===== src/rtl/sap1_load_run_seq.sv =====
// SAP-1 front-panel sequencer: streams a program into RAM, holds the controller in reset while
// loading, then runs it and waits for halt. Optional run watchdog: SAP1_RUN_WATCHDOG_EN.
module sap1_load_run_seq #(
  parameter int unsigned ADDR_W      = 4,
  parameter int unsigned DATA_W      = 8,
  parameter int unsigned WDOG_CYCLES = 1000
) (
  input  logic              clk,
  input  logic              rst,
  input  logic              load_valid,
  input  logic [DATA_W-1:0] load_data,
  input  logic              load_last,
  output logic              load_ready,
  input  logic              start,
  input  logic              clear,
  output logic              ram_we,
  output logic [ADDR_W-1:0] ram_addr,
  output logic [DATA_W-1:0] ram_wdata,
  output logic              cpu_rst,
  input  logic              cpu_halt,
  output logic [2:0]        state,
  output logic [ADDR_W:0]   byte_count,
  output logic [15:0]       run_cycles,
  output logic              done,
  output logic              err
);

  localparam logic [2:0] StIdle   = 3'd0;
  localparam logic [2:0] StLoad   = 3'd1;
  localparam logic [2:0] StArmed  = 3'd2;
  localparam logic [2:0] StRun    = 3'd3;
  localparam logic [2:0] StHalted = 3'd4;
  localparam logic [2:0] StError  = 3'd5;

  localparam logic [ADDR_W-1:0] AddrMax = '1;

  logic [2:0]        state_q, state_d;
  logic [ADDR_W-1:0] wptr_q, wptr_d;
  logic [ADDR_W:0]   byte_count_q, byte_count_d;
  logic [15:0]       run_cycles_q, run_cycles_d;
  logic              ram_we_q, ram_we_d;
  logic [ADDR_W-1:0] ram_addr_q, ram_addr_d;
  logic [DATA_W-1:0] ram_wdata_q, ram_wdata_d;
  logic              cpu_rst_q, cpu_rst_d;
  logic              accept;

`ifdef SAP1_RUN_WATCHDOG_EN
  localparam logic [15:0] WdogLast = 16'(WDOG_CYCLES - 1);
  logic [15:0] wdog_q, wdog_d;
`else
  logic unused_wdog;
  assign unused_wdog = ^WDOG_CYCLES;
`endif

  assign load_ready = ((state_q == StIdle) || (state_q == StLoad)) && !start;
  assign accept     = load_valid && load_ready;

  always_comb begin
    state_d      = state_q;
    wptr_d       = wptr_q;
    byte_count_d = byte_count_q;
    run_cycles_d = run_cycles_q;
    ram_we_d     = 1'b0;
    ram_addr_d   = ram_addr_q;
    ram_wdata_d  = ram_wdata_q;
`ifdef SAP1_RUN_WATCHDOG_EN
    wdog_d       = wdog_q;
`endif

    // Accepted bytes are written one cycle later from the output registers.
    if (accept) begin
      ram_we_d     = 1'b1;
      ram_addr_d   = wptr_q;
      ram_wdata_d  = load_data;
      byte_count_d = byte_count_q + 1'b1;
      if (wptr_q != AddrMax) begin
        wptr_d = wptr_q + 1'b1;
      end
    end

    case (state_q)
      StIdle, StLoad: begin
        if (accept) begin
          state_d = (load_last || (wptr_q == AddrMax)) ? StArmed : StLoad;
        end else if ((state_q == StLoad) && start) begin
          state_d = StError;
        end
      end
      StArmed: begin
        if (start) begin
          state_d      = StRun;
          run_cycles_d = '0;
`ifdef SAP1_RUN_WATCHDOG_EN
          wdog_d       = '0;
`endif
        end
      end
      StRun: begin
        if (cpu_halt) begin
          state_d = StHalted;
        end else begin
          if (run_cycles_q != 16'hFFFF) begin
            run_cycles_d = run_cycles_q + 16'd1;
          end
`ifdef SAP1_RUN_WATCHDOG_EN
          if (wdog_q == WdogLast) begin
            state_d = StError;
          end else begin
            wdog_d = wdog_q + 16'd1;
          end
`endif
        end
      end
      StHalted, StError: begin
        if (clear) begin
          state_d      = StIdle;
          byte_count_d = '0;
          wptr_d       = '0;
        end
      end
      default: begin
        state_d = StIdle;
      end
    endcase

    // The controller runs only in RUN and stays out of reset in HALTED to keep its output.
    cpu_rst_d = !((state_d == StRun) || (state_d == StHalted));
  end

  always_ff @(posedge clk) begin
    if (!rst) begin
      state_q      <= StIdle;
      wptr_q       <= '0;
      byte_count_q <= '0;
      run_cycles_q <= '0;
      ram_we_q     <= 1'b0;
      ram_addr_q   <= '0;
      ram_wdata_q  <= '0;
      cpu_rst_q    <= 1'b1;
    end else begin
      state_q      <= state_d;
      wptr_q       <= wptr_d;
      byte_count_q <= byte_count_d;
      run_cycles_q <= run_cycles_d;
      ram_we_q     <= ram_we_d;
      ram_addr_q   <= ram_addr_d;
      ram_wdata_q  <= ram_wdata_d;
      cpu_rst_q    <= cpu_rst_d;
    end
  end

`ifdef SAP1_RUN_WATCHDOG_EN
  always_ff @(posedge clk) begin
    if (!rst) begin
      wdog_q <= '0;
    end else begin
      wdog_q <= wdog_d;
    end
  end
`endif

  assign state      = state_q;
  assign byte_count = byte_count_q;
  assign run_cycles = run_cycles_q;
  assign ram_we     = ram_we_q;
  assign ram_addr   = ram_addr_q;
  assign ram_wdata  = ram_wdata_q;
  assign cpu_rst    = cpu_rst_q;
  assign done       = (state_q == StHalted);
  assign err        = (state_q == StError);

endmodule


===== config.mk =====
export PLATFORM = sky130hd
export DESIGN_NAME = sap1_load_run_seq
export DESIGN_NICKNAME = d
export VERILOG_FILES = /design/src/rtl/sap1_load_run_seq.sv
export SDC_FILE = /design/constraint.sdc
export NUM_CORES = 1
export LEC_CHECK = 0
export CAP_MARGIN = 40
export CORE_MARGIN = 3
export CORE_UTILIZATION = 40
export DETAILED_ROUTE_END_ITERATION = 10
export PLACE_DENSITY = 0.71
export SYNTH_ARGS = -nofsm -noshare
export SYNTH_HDL_FRONTEND = slang
export SYNTH_SLANG_ARGS = --single-unit

===== constraint.sdc =====
create_clock -name clk -period 2.4 [get_ports clk]
set_clock_uncertainty 0.05 [all_clocks]
set_input_delay 0.6 -clock clk [delete_from_list [all_inputs] [get_ports clk]]
set_output_delay 0.6 -clock clk [all_outputs]
set_load 0.005 [all_outputs]

# Yosys cells after proc, flatten, opt, wreduce, memory -nomap -nowiden
# Cells that the tools add are included.
classes:
  add_sub_neg: 3
  eq_ne: 13
  n_mux: 19
  n_reduce_logical: 13
op_table:
  columns: ["op", "n"]
  rows:
  - ["16-bit two-way mux", 3]
  - ["16-bit case mux with 2 select lines", 1]
  - ["16-bit by 1-bit adder with 16-bit output, second input constant", 1]
  - ["4-bit two-way mux", 4]
  - ["16-bit inequality test, second input constant", 1]
  - ["3-bit two-way mux", 5]
  - ["5-bit two-way mux", 3]
  - ["3-bit case mux with 4 select lines", 1]
  - ["3-bit by 2-bit == test with 1-bit output, second input constant", 3]
  - ["3-bit == test, second input constant", 3]
  - ["2-bit inequality test, second input constant", 3]
  - ["5-bit by 1-bit adder with 5-bit output, second input constant", 1]
  - ["4-bit by 1-bit adder with 4-bit output, second input constant", 1]
  - ["4-bit == test, second input constant", 1]
  - ["4-bit inequality test, second input constant", 1]
  - ["4-bit AND reduction", 1]
  - ["2-bit OR reduction", 2]
  - ["3-bit by 1-bit == test with 1-bit output, second input constant", 1]
  - ["1-bit logical AND", 3]
  - ["3-bit zero test", 1]
  - ["1-bit logical OR", 3]
  - ["1-bit zero test", 2]
  - ["2-bit two-way mux", 1]
  - ["2-bit nonzero test", 1]
  - ["1-bit two-way mux", 1]
totals:
  register_bits: 42
  inputBits: 15
  out_inout_bits: 41
  wordCells: 56

# Longest topological paths before layout
logic_depth:
  word_depth: 9
  depth_mapped: 6
  mapped_depth_nobuf: 6

# Least setup slack after synthesis
# No wires, ideal clock.
synth_timing:
  kind: "input to register"
  start: "input port start"
  end: "register run_cycles_q[15] (netlist: run_cycles[15])"
  arrival_time_ps: 1780
  required_ps: 2279
  slack_ps: 499
  cell_stages: 5
  path_buffers: 0
  cell_sequence: "and4bb_2 -> nor4_2 -> or3_4 -> or4_1 -> a21oi_1"
synth_between:
  elab_chain_cells: 2
synth_lines:
  columns: ["element", "line", "text"]
  rows:
  - ["start, declared", "14", "input logic start,"]
  - ["2-bit inequality test (no source line)", null, null]
  - ["4-bit AND reduction (no source line)", null, null]
  - ["end signal, assigned", "144", "run_cycles_q <= run_cycles_d;"]
  - ["end, declared", "40", "logic [15:0] run_cycles_q, run_cycles_d;"]
# No other way between the ends.
# A chain may end at the register's enable or synchronous reset.

# Final worst setup path
layout_timing:
  start: "input port start"
  end: "output port load_ready"
layout_between:
  elab_chain_cells: 2
layout_lines:
  columns: ["element", "line", "text"]
  rows:
  - ["1-bit zero test", "55", "assign load_ready = ((state_q == StIdle) || (state_q == StLoad)) && !start;"]
  - ["1-bit logical AND", "55", null]
  - ["end, declared", "13", "output logic load_ready,"]
# No other way between the ends.

==> results.yml <==
outcome:
  status: "complete, no violations"
route:
  ant_nets: 0
  drt_wl_total_um: 4670
  drtPass1Iterations: 4
  drcViolationCount: 0
  wl_per_cell_um: 13.1
  dr.first_iter.drc_count: 126
  routed_via_density: 5.23
  num_vias: 1863
power_and_ir_drop:
  power_density_nw_per_um2: 528
  p_leak_nw: 1.00
  power.total_mw: 1.43
  ir_drop_mv: 0.285
synth:
  yosysTopAreaCell: "dfxtp_1"
  ys.warnings.count: 0
  ys_ff_latch: 42
  netlist_instances: 237
  async_flop_share_pct: 0
  netlist_top_cells_area: "dfxtp_1 43%, nand2_1 9.5%, a21oi_1 5.7%"
  synth_edf_count: 0
  yosysSeqAreaShare_pct: 43.4
  yosys-top-cells-count: "49 x nand2_1, 42 x dfxtp_1, 24 x nor2_1, 22 x a21oi_1"
  synth_area_um2: 1940
  yosysMostFrequentCell: "nand2_1"
  yosysTopAreaCellShare_pct: 43.4
  avgSynthCellArea_um2: 8.17
  postSynthNetCount: 255
  ys.flop_type: "dfxtp_1"
  synth.distinct_cells: 40
die:
  fp.dieW_um: 75.6
  die_area_um2: 5710
  coreArea_um2: 4500
  pin_count: 56
  die_h_um: 75.6
  rows: 24
  initial_core_util_pct: 43.0
final_layout:
  drive_above_1_share_pct: 10.2
  syn_to_final_growth_pct: 40.2
  n_antenna_cell: 0
  final_cells: 356
  finish.utilization_pct: 60.3
  fin_area_um2: 2720
  nNetsFinal: 321
place:
  place_area_um2: 2610
  port_buffers: 55
  place_congestion: 0.818
  dp_hpwl_um: 3430
  place_inst: 348
global_routing:
  grt_pass1_vias: 1773
  overflow: 0
  grt_first_pass_wirelength_um: 7960
  grt_max_degree: 24
  antenna_found_initial: 0
  track_usage_pct: 18.0
hold_path:
  min_path_type: "reg2reg"
sta:
  hold_viol_final: 0
  hold_slack_ns: 0.405
  setup_violations: 0
  final_max_slew_viol_count: 0
  worstMarginPinSlew_ns: 0.561
  slew_headroom_pct: 62.6
  finalCriticalPeriod_ns: 2.37
  fin_crit_sh_pct: 98.7
  fmax_ghz: 0.422
  rsz0062_at_grt: "false"
clocking:
  cts.sinks: 42
  clock_path_buffers: 2
  cts.htree.levels: 2
  postCtsSetupRepairBufs: 0
  cts_resized: 0
  ctsHoldBuffers: 0
  cts-root-buf: "clkbuf_8"
  cts.clk_slew.worst_paths_ns: 0.07
  numCtsBuffers: 5
  insertion_delay_ns: 0.29
  cts_tree: "yes"
flow_run:
  drv_cap: 0
setup_path:
  crit_fanout: 3
  cp_slowest_cell: "clkdlybuf4s50_1"
  worstPathCellList: "clkdlybuf4s50_1 > nor3_1 > clkdlybuf4s50_1"
  cp-start-kind: "input pin"
  r2r_slack_ns: 0.40
  max_stage_delay_ns: 0.53
  cp_common_cell: "clkdlybuf4s50_1"
  arrival_ns: 1.72
  required_ns: 1.75
  crit_buf_inv: 2
  path_class: "in2out"
  cp-end-kind: "primary output"
  critical-path-top-delay-family: "buffers and inverters"
## final cells by class
cell class,count,area [um^2]
clock inverters,3,40.0
well taps,52,65.1
multi-input cells,180,1030
inverters,5,18.8
fillers,404,1790
repair buffers,69,656
flip-flops and latches,42,841
clock buffers,5,68.8
## report_power, final
part,switching [mW],internal (mW)
sequential,0.0154,0.713
combinational,0.0708,0.0834
clock,0.244,0.306
## layout by cell type, fill, tap and decap left out, drive strengths merged, types with 6 or more instances in the layout
cell type       n
nand2          49
nand4           7
xnor2           7
nor4            6
dfxtp          42
buf            14
nor2           24
nor3            7
a21oi          22
clkdlybuf4s50  55
## final timing paths
check,start,endpoint,cells past startpoint
setup / recovery,start,load_ready,3
hold / removal,ram_wdata[7]$_SDFFE_PN0P_,ram_wdata[7]$_SDFFE_PN0P_,2
setup reg to reg,state[1]$_SDFF_PN0_,run_cycles[15]$_SDFFE_PN0P_,5
hold reg to reg,ram_wdata[7]$_SDFFE_PN0P_,ram_wdata[7]$_SDFFE_PN0P_,2
## worst reg2reg max path, delay by kind of cell, from the launching register on
| family | cells | cell delay [ns] |
|---|---|---|
| AND/OR/NAND/NOR | 3 | 1.09 |
| flip-flops | 1 | 0.54 |
| AO/OA/AOI/OAI | 2 | 0.26 |
## kinds of logic (layout without fill, tap and decap cells)
kind of cell,after synthesis,in the layout,share of synthesized area [%]
AO/OA/AOI/OAI,44,44,14.5
buffers and inverters,15,82,3.88
flip-flops,42,42,43.4
XOR/XNOR,11,11,4.97
adder cells (fa/ha/maj),3,3,1.94
multiplexers,1,1,0.517
AND/OR/NAND/NOR,121,121,30.8
## state kept, by name, indices dropped and copies added, names as in the netlist
| name | count |
|---|---|
| cpu_rst | 1 |
| byte_count | 5 |
| wptr_q | 4 |
| ram_wdata | 8 |
| run_cycles | 16 |
| ram_addr | 4 |
| state | 3 |
| ram_we | 1 |
## metrics by stage
| step | worst slack (ns) | setup TNS, ns |
|---|---|---|
| final | 0.0315 | 0 |
| after global routing | 0.00349 | 0 |
| after CTS | 0.0212 | 0 |
| after detailed placement | -0.101 | -0.397 |
| after global placement | -0.0601 | -0.213 |
| after floorplan | 0.499 | 0 |
## routing by layer
layer  part of all wire, %  global-route usage (%)  vias to the layer above  routed length [um]
met4                   1.4                    6.80                        0                  63
met3                   5.6                    4.62                        8                 260
met2                    45                    28.7                       50                2090
met1                    48                    23.6                      837                2250
li1                      -                       -                      968                   -
met5                     0                       0                        -                   0
Power figures use the tool's default switching activity.
